File: src/rtl/gpg3_spi_cmd_arbiter.sv
`default_nettype none
// ============================================================================
// Module   : gpg3_spi_cmd_arbiter
// Brief    : Round-robin arbiter that turns left/right motor DPS requests into
//            5-byte GoPiGo3 SET_MOTOR_DPS SPI frames for a byte-level engine.
// Revision : 1.0 - initial release
// ============================================================================
module gpg3_spi_cmd_arbiter #(
  parameter logic [7:0] ADDR     = 8'h08,
  parameter logic [7:0] MSG_DPS  = 8'h0E,
  parameter int         SS_SETUP = 16,
  parameter int         SS_HOLD  = 16,
  parameter int         TMO      = 255
) (
  input  logic        clk,
  input  logic        rst,
  input  logic        req_l,
  input  logic [15:0] dps_l,
  input  logic        req_r,
  input  logic [15:0] dps_r,
  output logic        gnt_l,
  output logic        gnt_r,
  input  logic        busy_spi,
  output logic        start,
  output logic [7:0]  data_spi,
  output logic        SSBar,
  output logic        frame_done,
  output logic        err,
  output logic        busy
);

  localparam logic [2:0] IDLE  = 3'd0;
  localparam logic [2:0] SETUP = 3'd1;
  localparam logic [2:0] SEND  = 3'd2;
  localparam logic [2:0] WAITB = 3'd3;
  localparam logic [2:0] DRAIN = 3'd4;
  localparam logic [2:0] HOLD  = 3'd5;
  localparam logic [2:0] GAP   = 3'd6;

  localparam logic [15:0] C_SETUP_LAST = 16'(SS_SETUP - 1);
  localparam logic [15:0] C_HOLD_LAST  = 16'(SS_HOLD - 1);
  localparam logic [15:0] C_TMO_LAST   = 16'(TMO - 1);
  localparam logic [2:0]  C_LAST_IDX   = 3'd4;

  logic [2:0]  r_state;
  logic [15:0] r_cnt;
  logic [2:0]  r_idx;
  logic [1:0]  r_port;
  logic [15:0] r_dps;
  logic        r_prio_r;
  logic        r_frame_done;
  logic        r_err;

  logic        w_idle;
  logic        w_merge;
  logic        w_pick_l;
  logic        w_pick_r;
  logic        w_ss_low;
  logic [7:0]  w_byte;

  assign w_idle = (r_state == IDLE);

  // r_prio_r set means the right side is owed the next contended grant.
  assign w_merge  = req_l & req_r & (dps_l == dps_r);
  assign w_pick_l = req_l & (~req_r | ~r_prio_r);
  assign w_pick_r = req_r & (~req_l | r_prio_r);

  assign gnt_l = w_idle & ~rst & (w_merge | w_pick_l);
  assign gnt_r = w_idle & ~rst & (w_merge | w_pick_r);

  assign w_ss_low = (r_state == SETUP) | (r_state == SEND) | (r_state == WAITB) |
                    (r_state == DRAIN) | (r_state == HOLD);

  always_comb begin
    w_byte = 8'h00;
    case (r_idx)
      3'd0:    w_byte = ADDR;
      3'd1:    w_byte = MSG_DPS;
      3'd2:    w_byte = {6'd0, r_port};
      3'd3:    w_byte = r_dps[15:8];
      default: w_byte = r_dps[7:0];
    endcase
  end

  assign data_spi   = ((r_state == SEND) | (r_state == WAITB)) ? w_byte : 8'h00;
  assign start      = (r_state == SEND) & ~busy_spi;
  assign SSBar      = ~w_ss_low;
  assign busy       = ~w_idle;
  assign frame_done = r_frame_done;
  assign err        = r_err;

  always_ff @(posedge clk or posedge rst) begin
    if (rst) begin
      r_state      <= IDLE;
      r_cnt        <= 16'd0;
      r_idx        <= 3'd0;
      r_port       <= 2'd0;
      r_dps        <= 16'd0;
      r_prio_r     <= 1'b0;
      r_frame_done <= 1'b0;
      r_err        <= 1'b0;
    end else begin
      r_frame_done <= 1'b0;
      r_err        <= 1'b0;
      case (r_state)
        IDLE: begin
          if (req_l | req_r) begin
            r_state <= SETUP;
            r_cnt   <= 16'd0;
            r_idx   <= 3'd0;
            // A merged frame serves both sides, so fairness state is left alone.
            if (w_merge) begin
              r_port <= 2'd3;
              r_dps  <= dps_l;
            end else if (w_pick_l) begin
              r_port   <= 2'd1;
              r_dps    <= dps_l;
              r_prio_r <= 1'b1;
            end else begin
              r_port   <= 2'd2;
              r_dps    <= dps_r;
              r_prio_r <= 1'b0;
            end
          end
        end
        SETUP: begin
          if (r_cnt == C_SETUP_LAST) begin
            r_state <= SEND;
            r_cnt   <= 16'd0;
            r_idx   <= 3'd0;
          end else begin
            r_cnt <= r_cnt + 16'd1;
          end
        end
        SEND: begin
          if (!busy_spi) begin
            r_state <= WAITB;
            r_cnt   <= 16'd0;
          end
        end
        WAITB: begin
          if (busy_spi) begin
            if (r_idx < C_LAST_IDX) begin
              r_idx   <= r_idx + 3'd1;
              r_state <= SEND;
            end else begin
              r_state <= DRAIN;
            end
          end else if (r_cnt == C_TMO_LAST) begin
            r_state <= GAP;
            r_err   <= 1'b1;
          end else begin
            r_cnt <= r_cnt + 16'd1;
          end
        end
        DRAIN: begin
          if (!busy_spi) begin
            r_state <= HOLD;
            r_cnt   <= 16'd0;
          end
        end
        HOLD: begin
          if (r_cnt == C_HOLD_LAST) begin
            r_state      <= GAP;
            r_frame_done <= 1'b1;
          end else begin
            r_cnt <= r_cnt + 16'd1;
          end
        end
        GAP: begin
          r_state <= IDLE;
          r_idx   <= 3'd0;
        end
        default: begin
          r_state <= IDLE;
        end
      endcase
    end
  end

endmodule
`default_nettype wire

File: config.mk
export PLATFORM = sky130hd
export DESIGN_NAME = gpg3_spi_cmd_arbiter
export DESIGN_NICKNAME = d
export VERILOG_FILES = /design/src/rtl/gpg3_spi_cmd_arbiter.sv
export SDC_FILE = /design/constraint.sdc
export NUM_CORES = 1
export LEC_CHECK = 0
export CAP_MARGIN = 10
export CORE_ASPECT_RATIO = 1.1
export CORE_MARGIN = 3
export CORE_UTILIZATION = 40
export DETAILED_ROUTE_END_ITERATION = 12
export SLEW_MARGIN = 0
export SYNTH_ARGS = -nofsm -noshare
export SYNTH_HDL_FRONTEND = slang
export SYNTH_SLANG_ARGS = --single-unit
File: constraint.sdc
create_clock -name clk -period 3.95 [get_ports clk]
set_clock_uncertainty 0.15 [all_clocks]
set_input_delay 0.79 -clock clk [delete_from_list [all_inputs] [get_ports clk]]
set_output_delay 0.79 -clock clk [all_outputs]
set_load 0.01 [all_outputs]
## Yosys cells after proc, flatten, opt, wreduce, memory -nomap -nowiden

Cells that the tools add are included.

- Register bits: 43
- Input bits: 37
- Logic and storage cells: 104

- $add $sub $neg: 2
- $lt $le $gt $ge: 1
- Equal/unequal tests: 24
- Multiplexer cells: 33
- Bitwise operators: 26
- Reductions and logical operators: 10

Operators with widths:

| kind | number |
|---|---|
| $mux W16 | 8 |
| $pmux W16 S5 | 1 |
| $mux W3 | 12 |
| $pmux W8 S4 | 1 |
| $pmux W3 S6 | 1 |
| $add A16 B1 Y16 const B | 1 |
| $eq A16 B16 Y1 | 1 |
| $eq A16 B4 Y1 const B | 1 |
| $eq A16 B8 Y1 const B | 1 |
| $ne A2 B2 Y1 const B | 7 |
| $eq A3 B2 Y1 const B | 4 |
| $pmux W3 S4 | 1 |
| $reduce_and A6 Y1 | 2 |
| $or A1 B1 Y1 | 10 |
| $eq A3 B3 Y1 const B | 3 |
| $and A1 B1 Y1 | 8 |
| $mux W8 | 1 |
| $ne A2 B1 Y1 const B | 4 |
| $not A1 Y1 | 8 |
| $eq A3 B1 Y1 const B | 2 |
| $logic_not A3 Y1 | 2 |
| $mux W1 | 6 |
| $reduce_and A5 Y1 | 1 |
| $reduce_bool A5 Y1 | 1 |
| 8 further kinds | 9 |

## Depth between registers and ports, before layout

Gate-level depths: netlist (run 1).

- Depth after elaboration: 6
- Depth in mapped cells: 9

## Worst setup path before layout (run 1)

OpenSTA, ideal clock, no wires.

- Kind: input-to-output
- From: input port dps_r[6]
- To: output port gnt_l
- Arrival: 2176 ps
- Setup slack: 834 ps
- Stages on the path: 7
- Cells stage by stage: xor2_1 -> nor4_1 -> and2_1 -> clkbuf_1 -> clkbuf_1 -> nand2_1 -> a21oi_1

- Cells in the longest elaborated chain, start to end: 4

Ends and longest elaborated chain:

| element | RTL line | source |
|---|---|---|
| from (decl) | 20 | `input logic [15:0] dps_r,` |
| $eq A16 B16 Y1 | 64 | `assign w_merge = req_l & req_r & (dps_l == dps_r);` |
| $and A1 B1 Y1 | 64 |  |
| $or A1 B1 Y1 | 68 | `assign gnt_l = w_idle & ~rst & (w_merge \| w_pick_l);` |
| $and A1 B1 Y1 | 68 |  |
| to (decl) | 21 | `output logic gnt_l,` |

No other way between the ends.

## Final worst setup path (run 1)

- From: input port dps_r[14]
- To: output port gnt_l

The elaborated chain is that of the path after synthesis.

==> reports/results.ini, run 1 <==
[detailed_routing]
met3_wirelength_um = 340
top_layer = met4
drc = 0
met1Wirelength_mm = 4.19
drtPass1Iterations = 5
wl_per_cell_um = 17.7
ant_nets = 0
viasPerCell = 6.01
wl_met2_mm = 4.08
wirelength_mm = 8.63
drt-initial-drc-count = 207
dr_total_vias = 2928

[placed_design]
dpl.hpwl_mm = 6.09
gp_congestion = 0.799
port_buffers = 51

[layout]
drive_gt1_share_pct = 5.97
final_nets = 445
fillerInstances = 691
synthToLayoutAreaGrowth_pct = 21.7
n_antenna_cell = 0
fin_util_pct = 51.2

[synthesis]
yosys_register_bits = 43
synth_cells = 361
ys_seq_area_share_pct = 35.7
synth_ff_type = dfrtp_1
synth_top_area_share_pct = 35.7
synth.distinct_cells = 46
synth_top_area_cell = dfrtp_1
synthArstFlopShare_pct = 100
synth-edff-count = 0
ys_warn_count = 0
synth_fp_nets = 405
postSynthAreaPerCell_um2 = 8.36
yosys-top-cells-area = dfrtp_1, a221oi_1, nor2_1
synth_area_mm2 = 0.00302

[setup_path]
slowest_stage = clkdlybuf4s50_1
crit_path_end_kind = output pin
worst-path-stages = 7
worstPathArrival_ns = 2.76
cp_common_cell = clkdlybuf4s50_1
crit_type = in -> out
path_buf_inv = 2
crit_chain = clkdlybuf4s50_1 -> xnor2_1 -> nand4_1 -> nor3_2 -> nand2_1 -> a21oi_1 -> clkdlybuf4s50_1
r2r_cells = 5
critPathMaxFanout = 3
slowest_delay_ns = 0.55
cp_top_family = buffers and inverters
start_kind = input pin
cp.required_ns = 3.01

[power]
pwr-share-comb_pct = 42.9
p_leak_nw = 1.61
clkPwrFrac_pct = 16.2
power_frac_seq_pct = 40.9
p_switching_w = 0.000718
irDropWorstVdd_v = 0.000154
p_per_area_mw_per_mm2 = 474
p_int_w = 0.00102
swShare_pct = 41.2

[floorplanning]
initial_utilization_pct = 42.1
die_area_mm2 = 0.00862
die_y_um = 97.1
die_w_um = 88.8
pin_count = 52
coreArea_mm2 = 0.00717
rows = 32

[clock_tree]
cts_resized = 0
cts_setup_buffers = 0
cts_buffer_depth = 2
cts_sinks = 43
clockRootBuffer = clkbuf_8
holdBufCountCts = 0
numCtsBuffers = 5
h-tree-depth = 2
clk_pin_slew_ns = 0.08
cts_tree = built
clock_latency_ns = 0.30

[grt]
first_global_vias = 2818
antenna_found_initial = 0
grt_use_total_pct = 20.9
grt_pass1_wl_mm = 14.4
grt_max_degree = 44
grt-ovfl-total = 0

[min_path]
holdPathStages = 1
min_path_type = reg -> reg

[status]
outcome = finished, final reports clean

[job]
drv_cap = 0

[timing]
timing.setup.tns_ns = 0
whs_ns = 0.398
min_period_ns = 3.70
finalMaxSlewViolations = 0
setup_violations = 0
slew_headroom_pct = 49.8
hold_viol = 0
worstMarginPinSlew_ns = 0.752
rsz0062_at_grt = false
fmaxAchievable_ghz = 0.270
finalCritPeriodShare_pct = 93.7

## flip-flops by register name (all words and copies together), names as in the netlist
signal / count
r_cnt: 16
r_dps: 16
r_idx: 3
r_state: 3
r_port: 2
err: 1
frame_done: 1
r_prio_r: 1
## metrics by stage
stage	instances	setup WS, ns	power [W]	area (um^2)
after detailed placement	479	0.202	0.00147	3590
final	487	0.247	0.00174	3670
after floorplan	361	0.834	0.00123	3020
after global placement	479	0.202	0.00146	3590
after global routing	487	0.0981	0.00188	3670
after CTS	487	0.183	0.00175	3670
## cell usage after synthesis, types with 2 or more instances
cell / count
dfrtp_1: 43
mux2_2: 3
or2_2: 2
clkbuf_1: 21
xor2_1: 5
a21oi_1: 10
o22a_1: 3
a211o_1: 10
buf_4: 2
buf_2: 2
a221o_1: 2
o31ai_1: 3
nor2b_1: 4
nand2_1: 37
or4_4: 2
a21o_1: 2
and2_1: 2
inv_1: 10
o311ai_0: 16
nor2_1: 39
a222oi_1: 2
nand3_1: 9
o22ai_1: 2
and3_1: 12
a221oi_1: 17
ha_1: 7
or3_1: 4
nand4_1: 5
nand2b_1: 19
xnor2_1: 11
or4_1: 2
nor3_1: 27
nor4_1: 5
a22oi_1: 4
o21ai_0: 5
nor3b_1: 2
## metal layers
layer | vias to the layer above | GRT usage [%]
met4 | 0 | 4.65
met3 | 2 | 3.39
li1 | 1424 | -
met1 | 1432 | 31.8
met2 | 70 | 30.9
met5 | - | 0
## cell type report
class,count,area (um^2),share of cell area (%)
multi-input cells,282,1800,49.0
flip-flops and latches,43,1080,29.3
repair buffers,59,571,15.5
well taps,85,106,2.90
clock buffers,7,76.3,2.08
inverters,10,37.5,1.02
clock inverters,1,5.00,0.136
## layout by cell type (no fill, tap or decap), types with 8 or more instances in the layout
cell type	count
nand2_1	37
a221oi_1	17
nor3_1	26
inv_1	9
xnor2_1	11
nand2b_1	19
and3_1	12
clkdlybuf4s50_1	51
dfrtp_1	43
nor2_1	39
nand3_1	9
o311ai_0	16
buf_4	8
a21oi_1	8
a211o_1	10
## path summary, 6_finish.rpt
check                           from   endpoint  slack, ns
max                        dps_r[14]      gnt_l       0.25
min                        r_cnt[15]  r_cnt[15]       0.40
max reg2reg                 r_cnt[8]   r_cnt[2]       1.03
min reg2reg                r_cnt[15]  r_cnt[15]       0.40
max in group asynchronous        rst  r_dps[15]       2.35
min in group asynchronous        rst   r_cnt[6]       0.89
## cells by family after synthesis
group / Yosys count / share of synthesized area [%]
buffers and inverters: 36 / 5.06
adders and majority gates: 7 / 2.90
and+or+nand+nor: 173 / 28.7
xor gates and xnor gates: 16 / 4.65
DFF: 43 / 35.7
muxes: 4 / 1.45
AOI/OAI and AO/OA: 82 / 21.5
## power by group through the flow
stage | Combinational [W] | Sequential (W) | Clock [W]
6_report | 0.000748 | 0.000712 | 0.000282
3_5_place_dp | 0.000751 | 0.000716 | 0
4_1_cts | 0.000752 | 0.000709 | 0.000293
5_1_grt | 0.000840 | 0.000732 | 0.000311
3_3_place_gp | 0.000741 | 0.000717 | 0
2_1_floorplan | 0.000584 | 0.000643 | 0
Power figures use the tool's default switching activity.
==> run 2: changes to the inputs <==
--- a/config.mk
+++ b/config.mk
@@ -10,6 +10,8 @@
 export CORE_MARGIN = 3
 export CORE_UTILIZATION = 40
 export DETAILED_ROUTE_END_ITERATION = 12
+export GPL_TIMING_DRIVEN = 0
+export MAX_ROUTING_LAYER = met4
 export SLEW_MARGIN = 0
 export SYNTH_ARGS = -nofsm -noshare
 export SYNTH_HDL_FRONTEND = slang
==> reports/results.ini, run 2 (synthesis results as in run 1) <==
[detailed_routing]
ant_nets = 0  ; unchanged
drtPass1Iterations = 5  ; unchanged
viasPerCell = 6.07  ; +0.94%
wl_per_cell_um = 18.7  ; +5.8%
wirelength_mm = 9.51  ; +10%
drc = 0  ; unchanged
drt-initial-drc-count = 201  ; -2.9%
dr_total_vias = 3077  ; +5.1%

[placed_design]
gp_congestion = 0.882  ; +10%
port_buffers = 50  ; -2.0%
dp_slack_ns = -0.849  ; -1.05 ns
dpl.hpwl_mm = 6.94  ; +14%

[floorplanning]
coreArea_mm2 = 0.00717  ; unchanged
rows = 32  ; unchanged
die_area_mm2 = 0.00862  ; unchanged
initial_utilization_pct = 42.1  ; unchanged
die_w_um = 88.8  ; unchanged
pin_count = 52  ; unchanged
die_y_um = 97.1  ; unchanged

[setup_path]
crit_type = reg -> out
r2r_slack_ns = 1.03  ; about the same
cp_top_family = buffers and inverters
worstPathArrival_ns = 2.67  ; -0.09 ns
cp.required_ns = 3.01  ; about the same
slowest_delay_ns = 0.59  ; +0.04 ns
start_kind = flop
r2r_cells = 7  ; +2
timing.rr.start = r_cnt[8]
crit_chain = inv_1 -> ha_1 -> or3_1 -> a21oi_2 -> a222oi_1 -> nor2_1 -> clkdlybuf4s50_1
r2r_end = r_cnt[11]
path_buf_inv = 2  ; unchanged
critPathMaxFanout = 7  ; +4
slowest_stage = clkdlybuf4s50_1
crit_path_end_kind = output pin

[clock_tree]
h-tree-depth = 2  ; unchanged
holdBufCountCts = 0  ; unchanged
cts_buffer_depth = 2  ; unchanged
clock_latency_ns = 0.30  ; about the same
clockRootBuffer = clkbuf_8
cts_sinks = 43  ; unchanged
cts_tree = built
numCtsBuffers = 5  ; unchanged
clk_pin_slew_ns = 0.09  ; about the same

[timing]
hold_viol = 0  ; unchanged
fmaxAchievable_ghz = 0.277  ; +2.5%
min_period_ns = 3.61  ; -0.0887 ns
setup_violations = 0  ; unchanged
slew_headroom_pct = 51.0  ; +1.2 points
rsz0062_at_grt = false
worstMarginPinSlew_ns = 0.730  ; -0.0215 ns
worst_slack_ns = 0.336  ; +0.0887 ns
finalMaxSlewViolations = 0  ; unchanged
finalCritPeriodShare_pct = 91.5  ; -2.2 points

[layout]
regArea_mm2 = 0.00108  ; unchanged
top_regs = r_cnt (16), r_dps (16)
final_cell_mix = clkdlybuf4s50_1, dfrtp_1, nor2_1, nand2_1, nor3_1
n_antenna_cell = 0  ; unchanged
final_common_cell = clkdlybuf4s50_1
synthToLayoutAreaGrowth_pct = 27.4
fillerInstances = 695  ; +0.58%
drive_gt1_share_pct = 7.35  ; +1.4 points
multi_input_area_mm2 = 0.00182  ; +1.0%
fin_util_pct = 53.6  ; +2.4 points
final_nets = 465  ; +4.5%

[job]
drv_cap = 0  ; unchanged

[min_path]
min_path_type = reg -> reg
holdCritStartpoint = r_cnt[15]
holdPathStages = 1  ; unchanged
min_to = r_cnt[15]

[power]
p_leak_nw = 1.73  ; +7.8%
p_per_area_mw_per_mm2 = 506  ; +6.7%
irDropWorstVdd_v = 0.000220  ; +43%

[grt]
grt_pass1_wl_mm = 15.7  ; +9.0%
grt_max_degree = 32  ; -27%
antenna_found_initial = 0  ; unchanged
grt-ovfl-total = 0  ; unchanged
grt_use_total_pct = 23.9  ; +3.0 points
first_global_vias = 3095  ; +9.8%

[status]
outcome = finished, final reports clean

[run 2: power breakdown]
group / total, W / internal [W] / switching [W]
logic: 0.000856 / 0.000361 / 0.000494
registers: 0.000675 / 0.000571 / 0.000104
clock network: 0.000414 / 0.000253 / 0.000161
total: 0.00194 / 0.00119 / 0.000760
[run 2: layout make-up]
| type | instances | area share, % |
|---|---|---|
| Buffer | 25 | 3.26 |
| Clock buffer | 6 | 1.89 |
| Clock inverter | 2 | 1.56 |
| Inverter | 10 | 0.977 |
| Multi-Input combinational cell | 282 | 47.3 |
| Sequential cell | 43 | 28.0 |
| Tap cell | 85 | 2.77 |
| Timing Repair Buffer | 54 | 14.2 |
[run 2: how the worst max path moves through the flow]
stage	slack, ns	startpoint	end	cells after the start
after floorplan	0.83	dps_r[6]	gnt_l	7
after global routing	0.19	r_idx[2]	data_spi[2]	7
after global placement	-0.86	dps_r[3]	gnt_l	8
after detailed placement	-0.85	dps_r[3]	gnt_l	8
final	0.34	r_idx[0]	data_spi[0]	7
after CTS	0.009	dps_r[15]	gnt_l	8
[run 2: metrics by stage]
step	cell area (um^2)	hold WS (ns)	total power [W]	TNS (ns)	cells
after detailed placement	3640	0.378	0.00153	-1.66	497
after CTS	3830	0.396	0.00195	0	506
after floorplan	3020	0.339	0.00123	0	361
after global routing	3840	0.412	0.00209	0	507
final	3840	0.399	0.00194	0	507
after global placement	3620	0.362	0.00152	-1.71	496
[run 2: repair_timing]
action	4_1_cts	5_1_grt
gates resized for setup	13	3
endpoints found under the setup margin	2	4
setup buffers	2	1
pin swaps	2	1
[run 2: worst reg2reg max path, cell delays in order, from the launching register on]
cell and delay [ns]:
dfrtp_1 0.43, or4_1 0.60, nor4_1 0.58, o32a_1 0.24, buf_2 0.22, buf_2 0.28, nor3_1 0.08, a211o_1 0.23
[run 2: layer usage]
metal  track usage (%)  part of all wire (%)
met5                 -                     0
met1              34.6                    47
met3              4.33                   5.1
met4              7.09                   1.5
met2              33.9                    46
==> run 3: changes to the inputs <==
--- a/config.mk
+++ b/config.mk
@@ -8,10 +8,11 @@
 export CAP_MARGIN = 10
 export CORE_ASPECT_RATIO = 1.1
 export CORE_MARGIN = 3
-export CORE_UTILIZATION = 40
+export CORE_UTILIZATION = 58
 export DETAILED_ROUTE_END_ITERATION = 12
 export GPL_TIMING_DRIVEN = 0
 export MAX_ROUTING_LAYER = met4
+export PLACE_DENSITY_LB_ADDON = 0.25
 export SLEW_MARGIN = 0
 export SYNTH_ARGS = -nofsm -noshare
 export SYNTH_HDL_FRONTEND = slang
==> reports/results.ini, run 3 (synthesis results as in run 1) <==
[clock_tree]
holdBufCountCts = 0  ; unchanged
numCtsBuffers = 5  ; unchanged
cts_buffer_depth = 2  ; unchanged
cts_sinks = 43  ; unchanged
clock_latency_ns = 0.31  ; about the same
cts_tree = built
clockRootBuffer = clkbuf_8
clk_pin_slew_ns = 0.09  ; about the same
h-tree-depth = 2  ; unchanged

[timing]
setup_violations = 0  ; unchanged
worst_slack_ns = 0.154  ; -0.182 ns
fmaxAchievable_ghz = 0.263  ; -4.8%
finalCritPeriodShare_pct = 96.1  ; +4.6 points
slew_headroom_pct = 59.4  ; +8.4 points
rsz0062_at_grt = false
min_period_ns = 3.80  ; +0.182 ns
hold_viol = 0  ; unchanged
whs_ns = 0.393  ; -0.00658 ns
finalMaxSlewViolations = 0  ; unchanged
worstMarginPinSlew_ns = 0.605  ; -0.125 ns

[layout]
final_common_cell = clkdlybuf4s50_1
synthToLayoutAreaGrowth_pct = 25.0
top_regs = r_cnt (16), r_dps (16)
final_cell_mix = clkdlybuf4s50_1, dfrtp_1, nor2_1, nand2_1, nor3_1
regArea_mm2 = 0.00108  ; unchanged
multi_input_area_mm2 = 0.00181  ; -0.41%
finish.instance_area_mm2 = 0.00377  ; -1.9%
fillerInstances = 335  ; -52%
fin_util_pct = 77.8  ; +24 points
fin_cells = 477  ; -5.9%
drive_gt1_share_pct = 7.13  ; -0.22 points
n_antenna_cell = 0  ; unchanged
final_nets = 464  ; -0.22%

[detailed_routing]
ant_nets = 0  ; unchanged
viasPerCell = 6.76  ; +11%
drt-initial-drc-count = 350  ; +74%
drtPass1Iterations = 5  ; unchanged
wl_per_cell_um = 18.7  ; about the same
dr_total_vias = 3224  ; +4.8%
drc = 0  ; unchanged
wirelength_mm = 8.94  ; -6.0%

[placed_design]
gp_congestion = 0.956  ; +8.3%
placed_area_mm2 = 0.00361  ; -1.0%
dp.cells = 468  ; -5.8%
port_buffers = 50  ; unchanged
dpl.hpwl_mm = 6.29  ; -9.4%
dp_slack_ns = -0.830  ; +0.0190 ns

[grt]
antenna_found_initial = 0  ; unchanged
grt_pass1_wl_mm = 14.4  ; -8.5%
first_global_vias = 3119  ; +0.78%
grt_use_total_pct = 32.2  ; +8.3 points
grt_max_degree = 38  ; +19%
grt-ovfl-total = 0  ; unchanged

[setup_path]
crit_type = in -> out
critPathMaxFanout = 10  ; +3
start_kind = input pin
startpoint = req_l
worstPathArrival_ns = 2.86  ; +0.19 ns
cp.required_ns = 3.01  ; about the same
crit_path_end_kind = output pin
timing.rr.start = r_cnt[8]

[floorplanning]
initial_utilization_pct = 62.2  ; +20 points
rows = 26  ; -19%
pin_count = 52  ; unchanged
die_w_um = 74.8  ; -16%
die_area_mm2 = 0.00610  ; -29%
coreArea_mm2 = 0.00485  ; -32%
die_y_um = 81.6  ; -16%

[job]
drv_cap = 0  ; unchanged

[power]
irDropWorstVdd_v = 0.000244  ; +11%
p_per_area_mw_per_mm2 = 504  ; -0.36%
p_leak_nw = 1.69  ; -2.5%

[min_path]
holdCritStartpoint = r_cnt[15]
min_path_type = reg -> reg

[status]
outcome = finished, final reports clean

## run 3: final timing paths
kind,to,slack (ns),depth (start not counted)
min in group asynchronous,r_dps[4],0.56,2
max in group asynchronous,r_state[1],2.62,3
worst max-delay path,gnt_l,0.15,8
worst max register to register,r_cnt[13],1.22,7
worst min-delay path,r_cnt[15],0.39,1
worst min register to register,r_cnt[15],0.39,1
## run 3: layout make-up
cell class / instances / share of cell area, %
multi-input combinational: 282 / 48.1
sequential: 43 / 28.5
timing repair buffer: 53 / 14.1
buffer: 25 / 3.32
clock buffer: 6 / 2.19
tap: 56 / 1.86
inverter: 10 / 0.996
clock inverter: 2 / 0.929
## run 3: report_power, final
part	switching (W)	internal [W]	total (W)	leakage [nW]
clock network	0.000166	0.000205	0.000371	0.0612
logic	0.000494	0.000360	0.000854	1.07
registers	0.000105	0.000571	0.000676	0.560
total	0.000765	0.00114	0.00190	1.69
## run 3: routing by layer
metal / vias up / routed length [um] / track usage, % / share of wire (%)
li1: 1455 / - / - / -
met1: 1509 / 3290 / 35.8 / 37
met2: 210 / 4350 / 54.7 / 49
met3: 50 / 796 / 5.88 / 8.9
met4: 0 / 502 / 16.5 / 5.6
met5: - / 0 / - / 0
## run 3: critical path, stage by stage
cell and delay (ns):
clkdlybuf4s50_1 0.55, nand2_1 0.11, nor4_2 0.35, and2_4 0.22, clkbuf_4 0.20, nand2_1 0.12
a21oi_1 0.21, dlygate4sd2_1 0.30
## run 3: through the flow
step                TNS, ns  total power (W)
finish                    0          0.00190
CTS                       0          0.00188
detailed placement    -1.62          0.00151
global placement      -1.52          0.00148
floorplan                 0          0.00123
global route              0          0.00201
## run 3: repair_timing
item	CTS	global route
resized for setup	13	1
endpoints found under the setup margin	2	3
buffers inserted	2	0
pin swaps	2	0
cloned	0	0
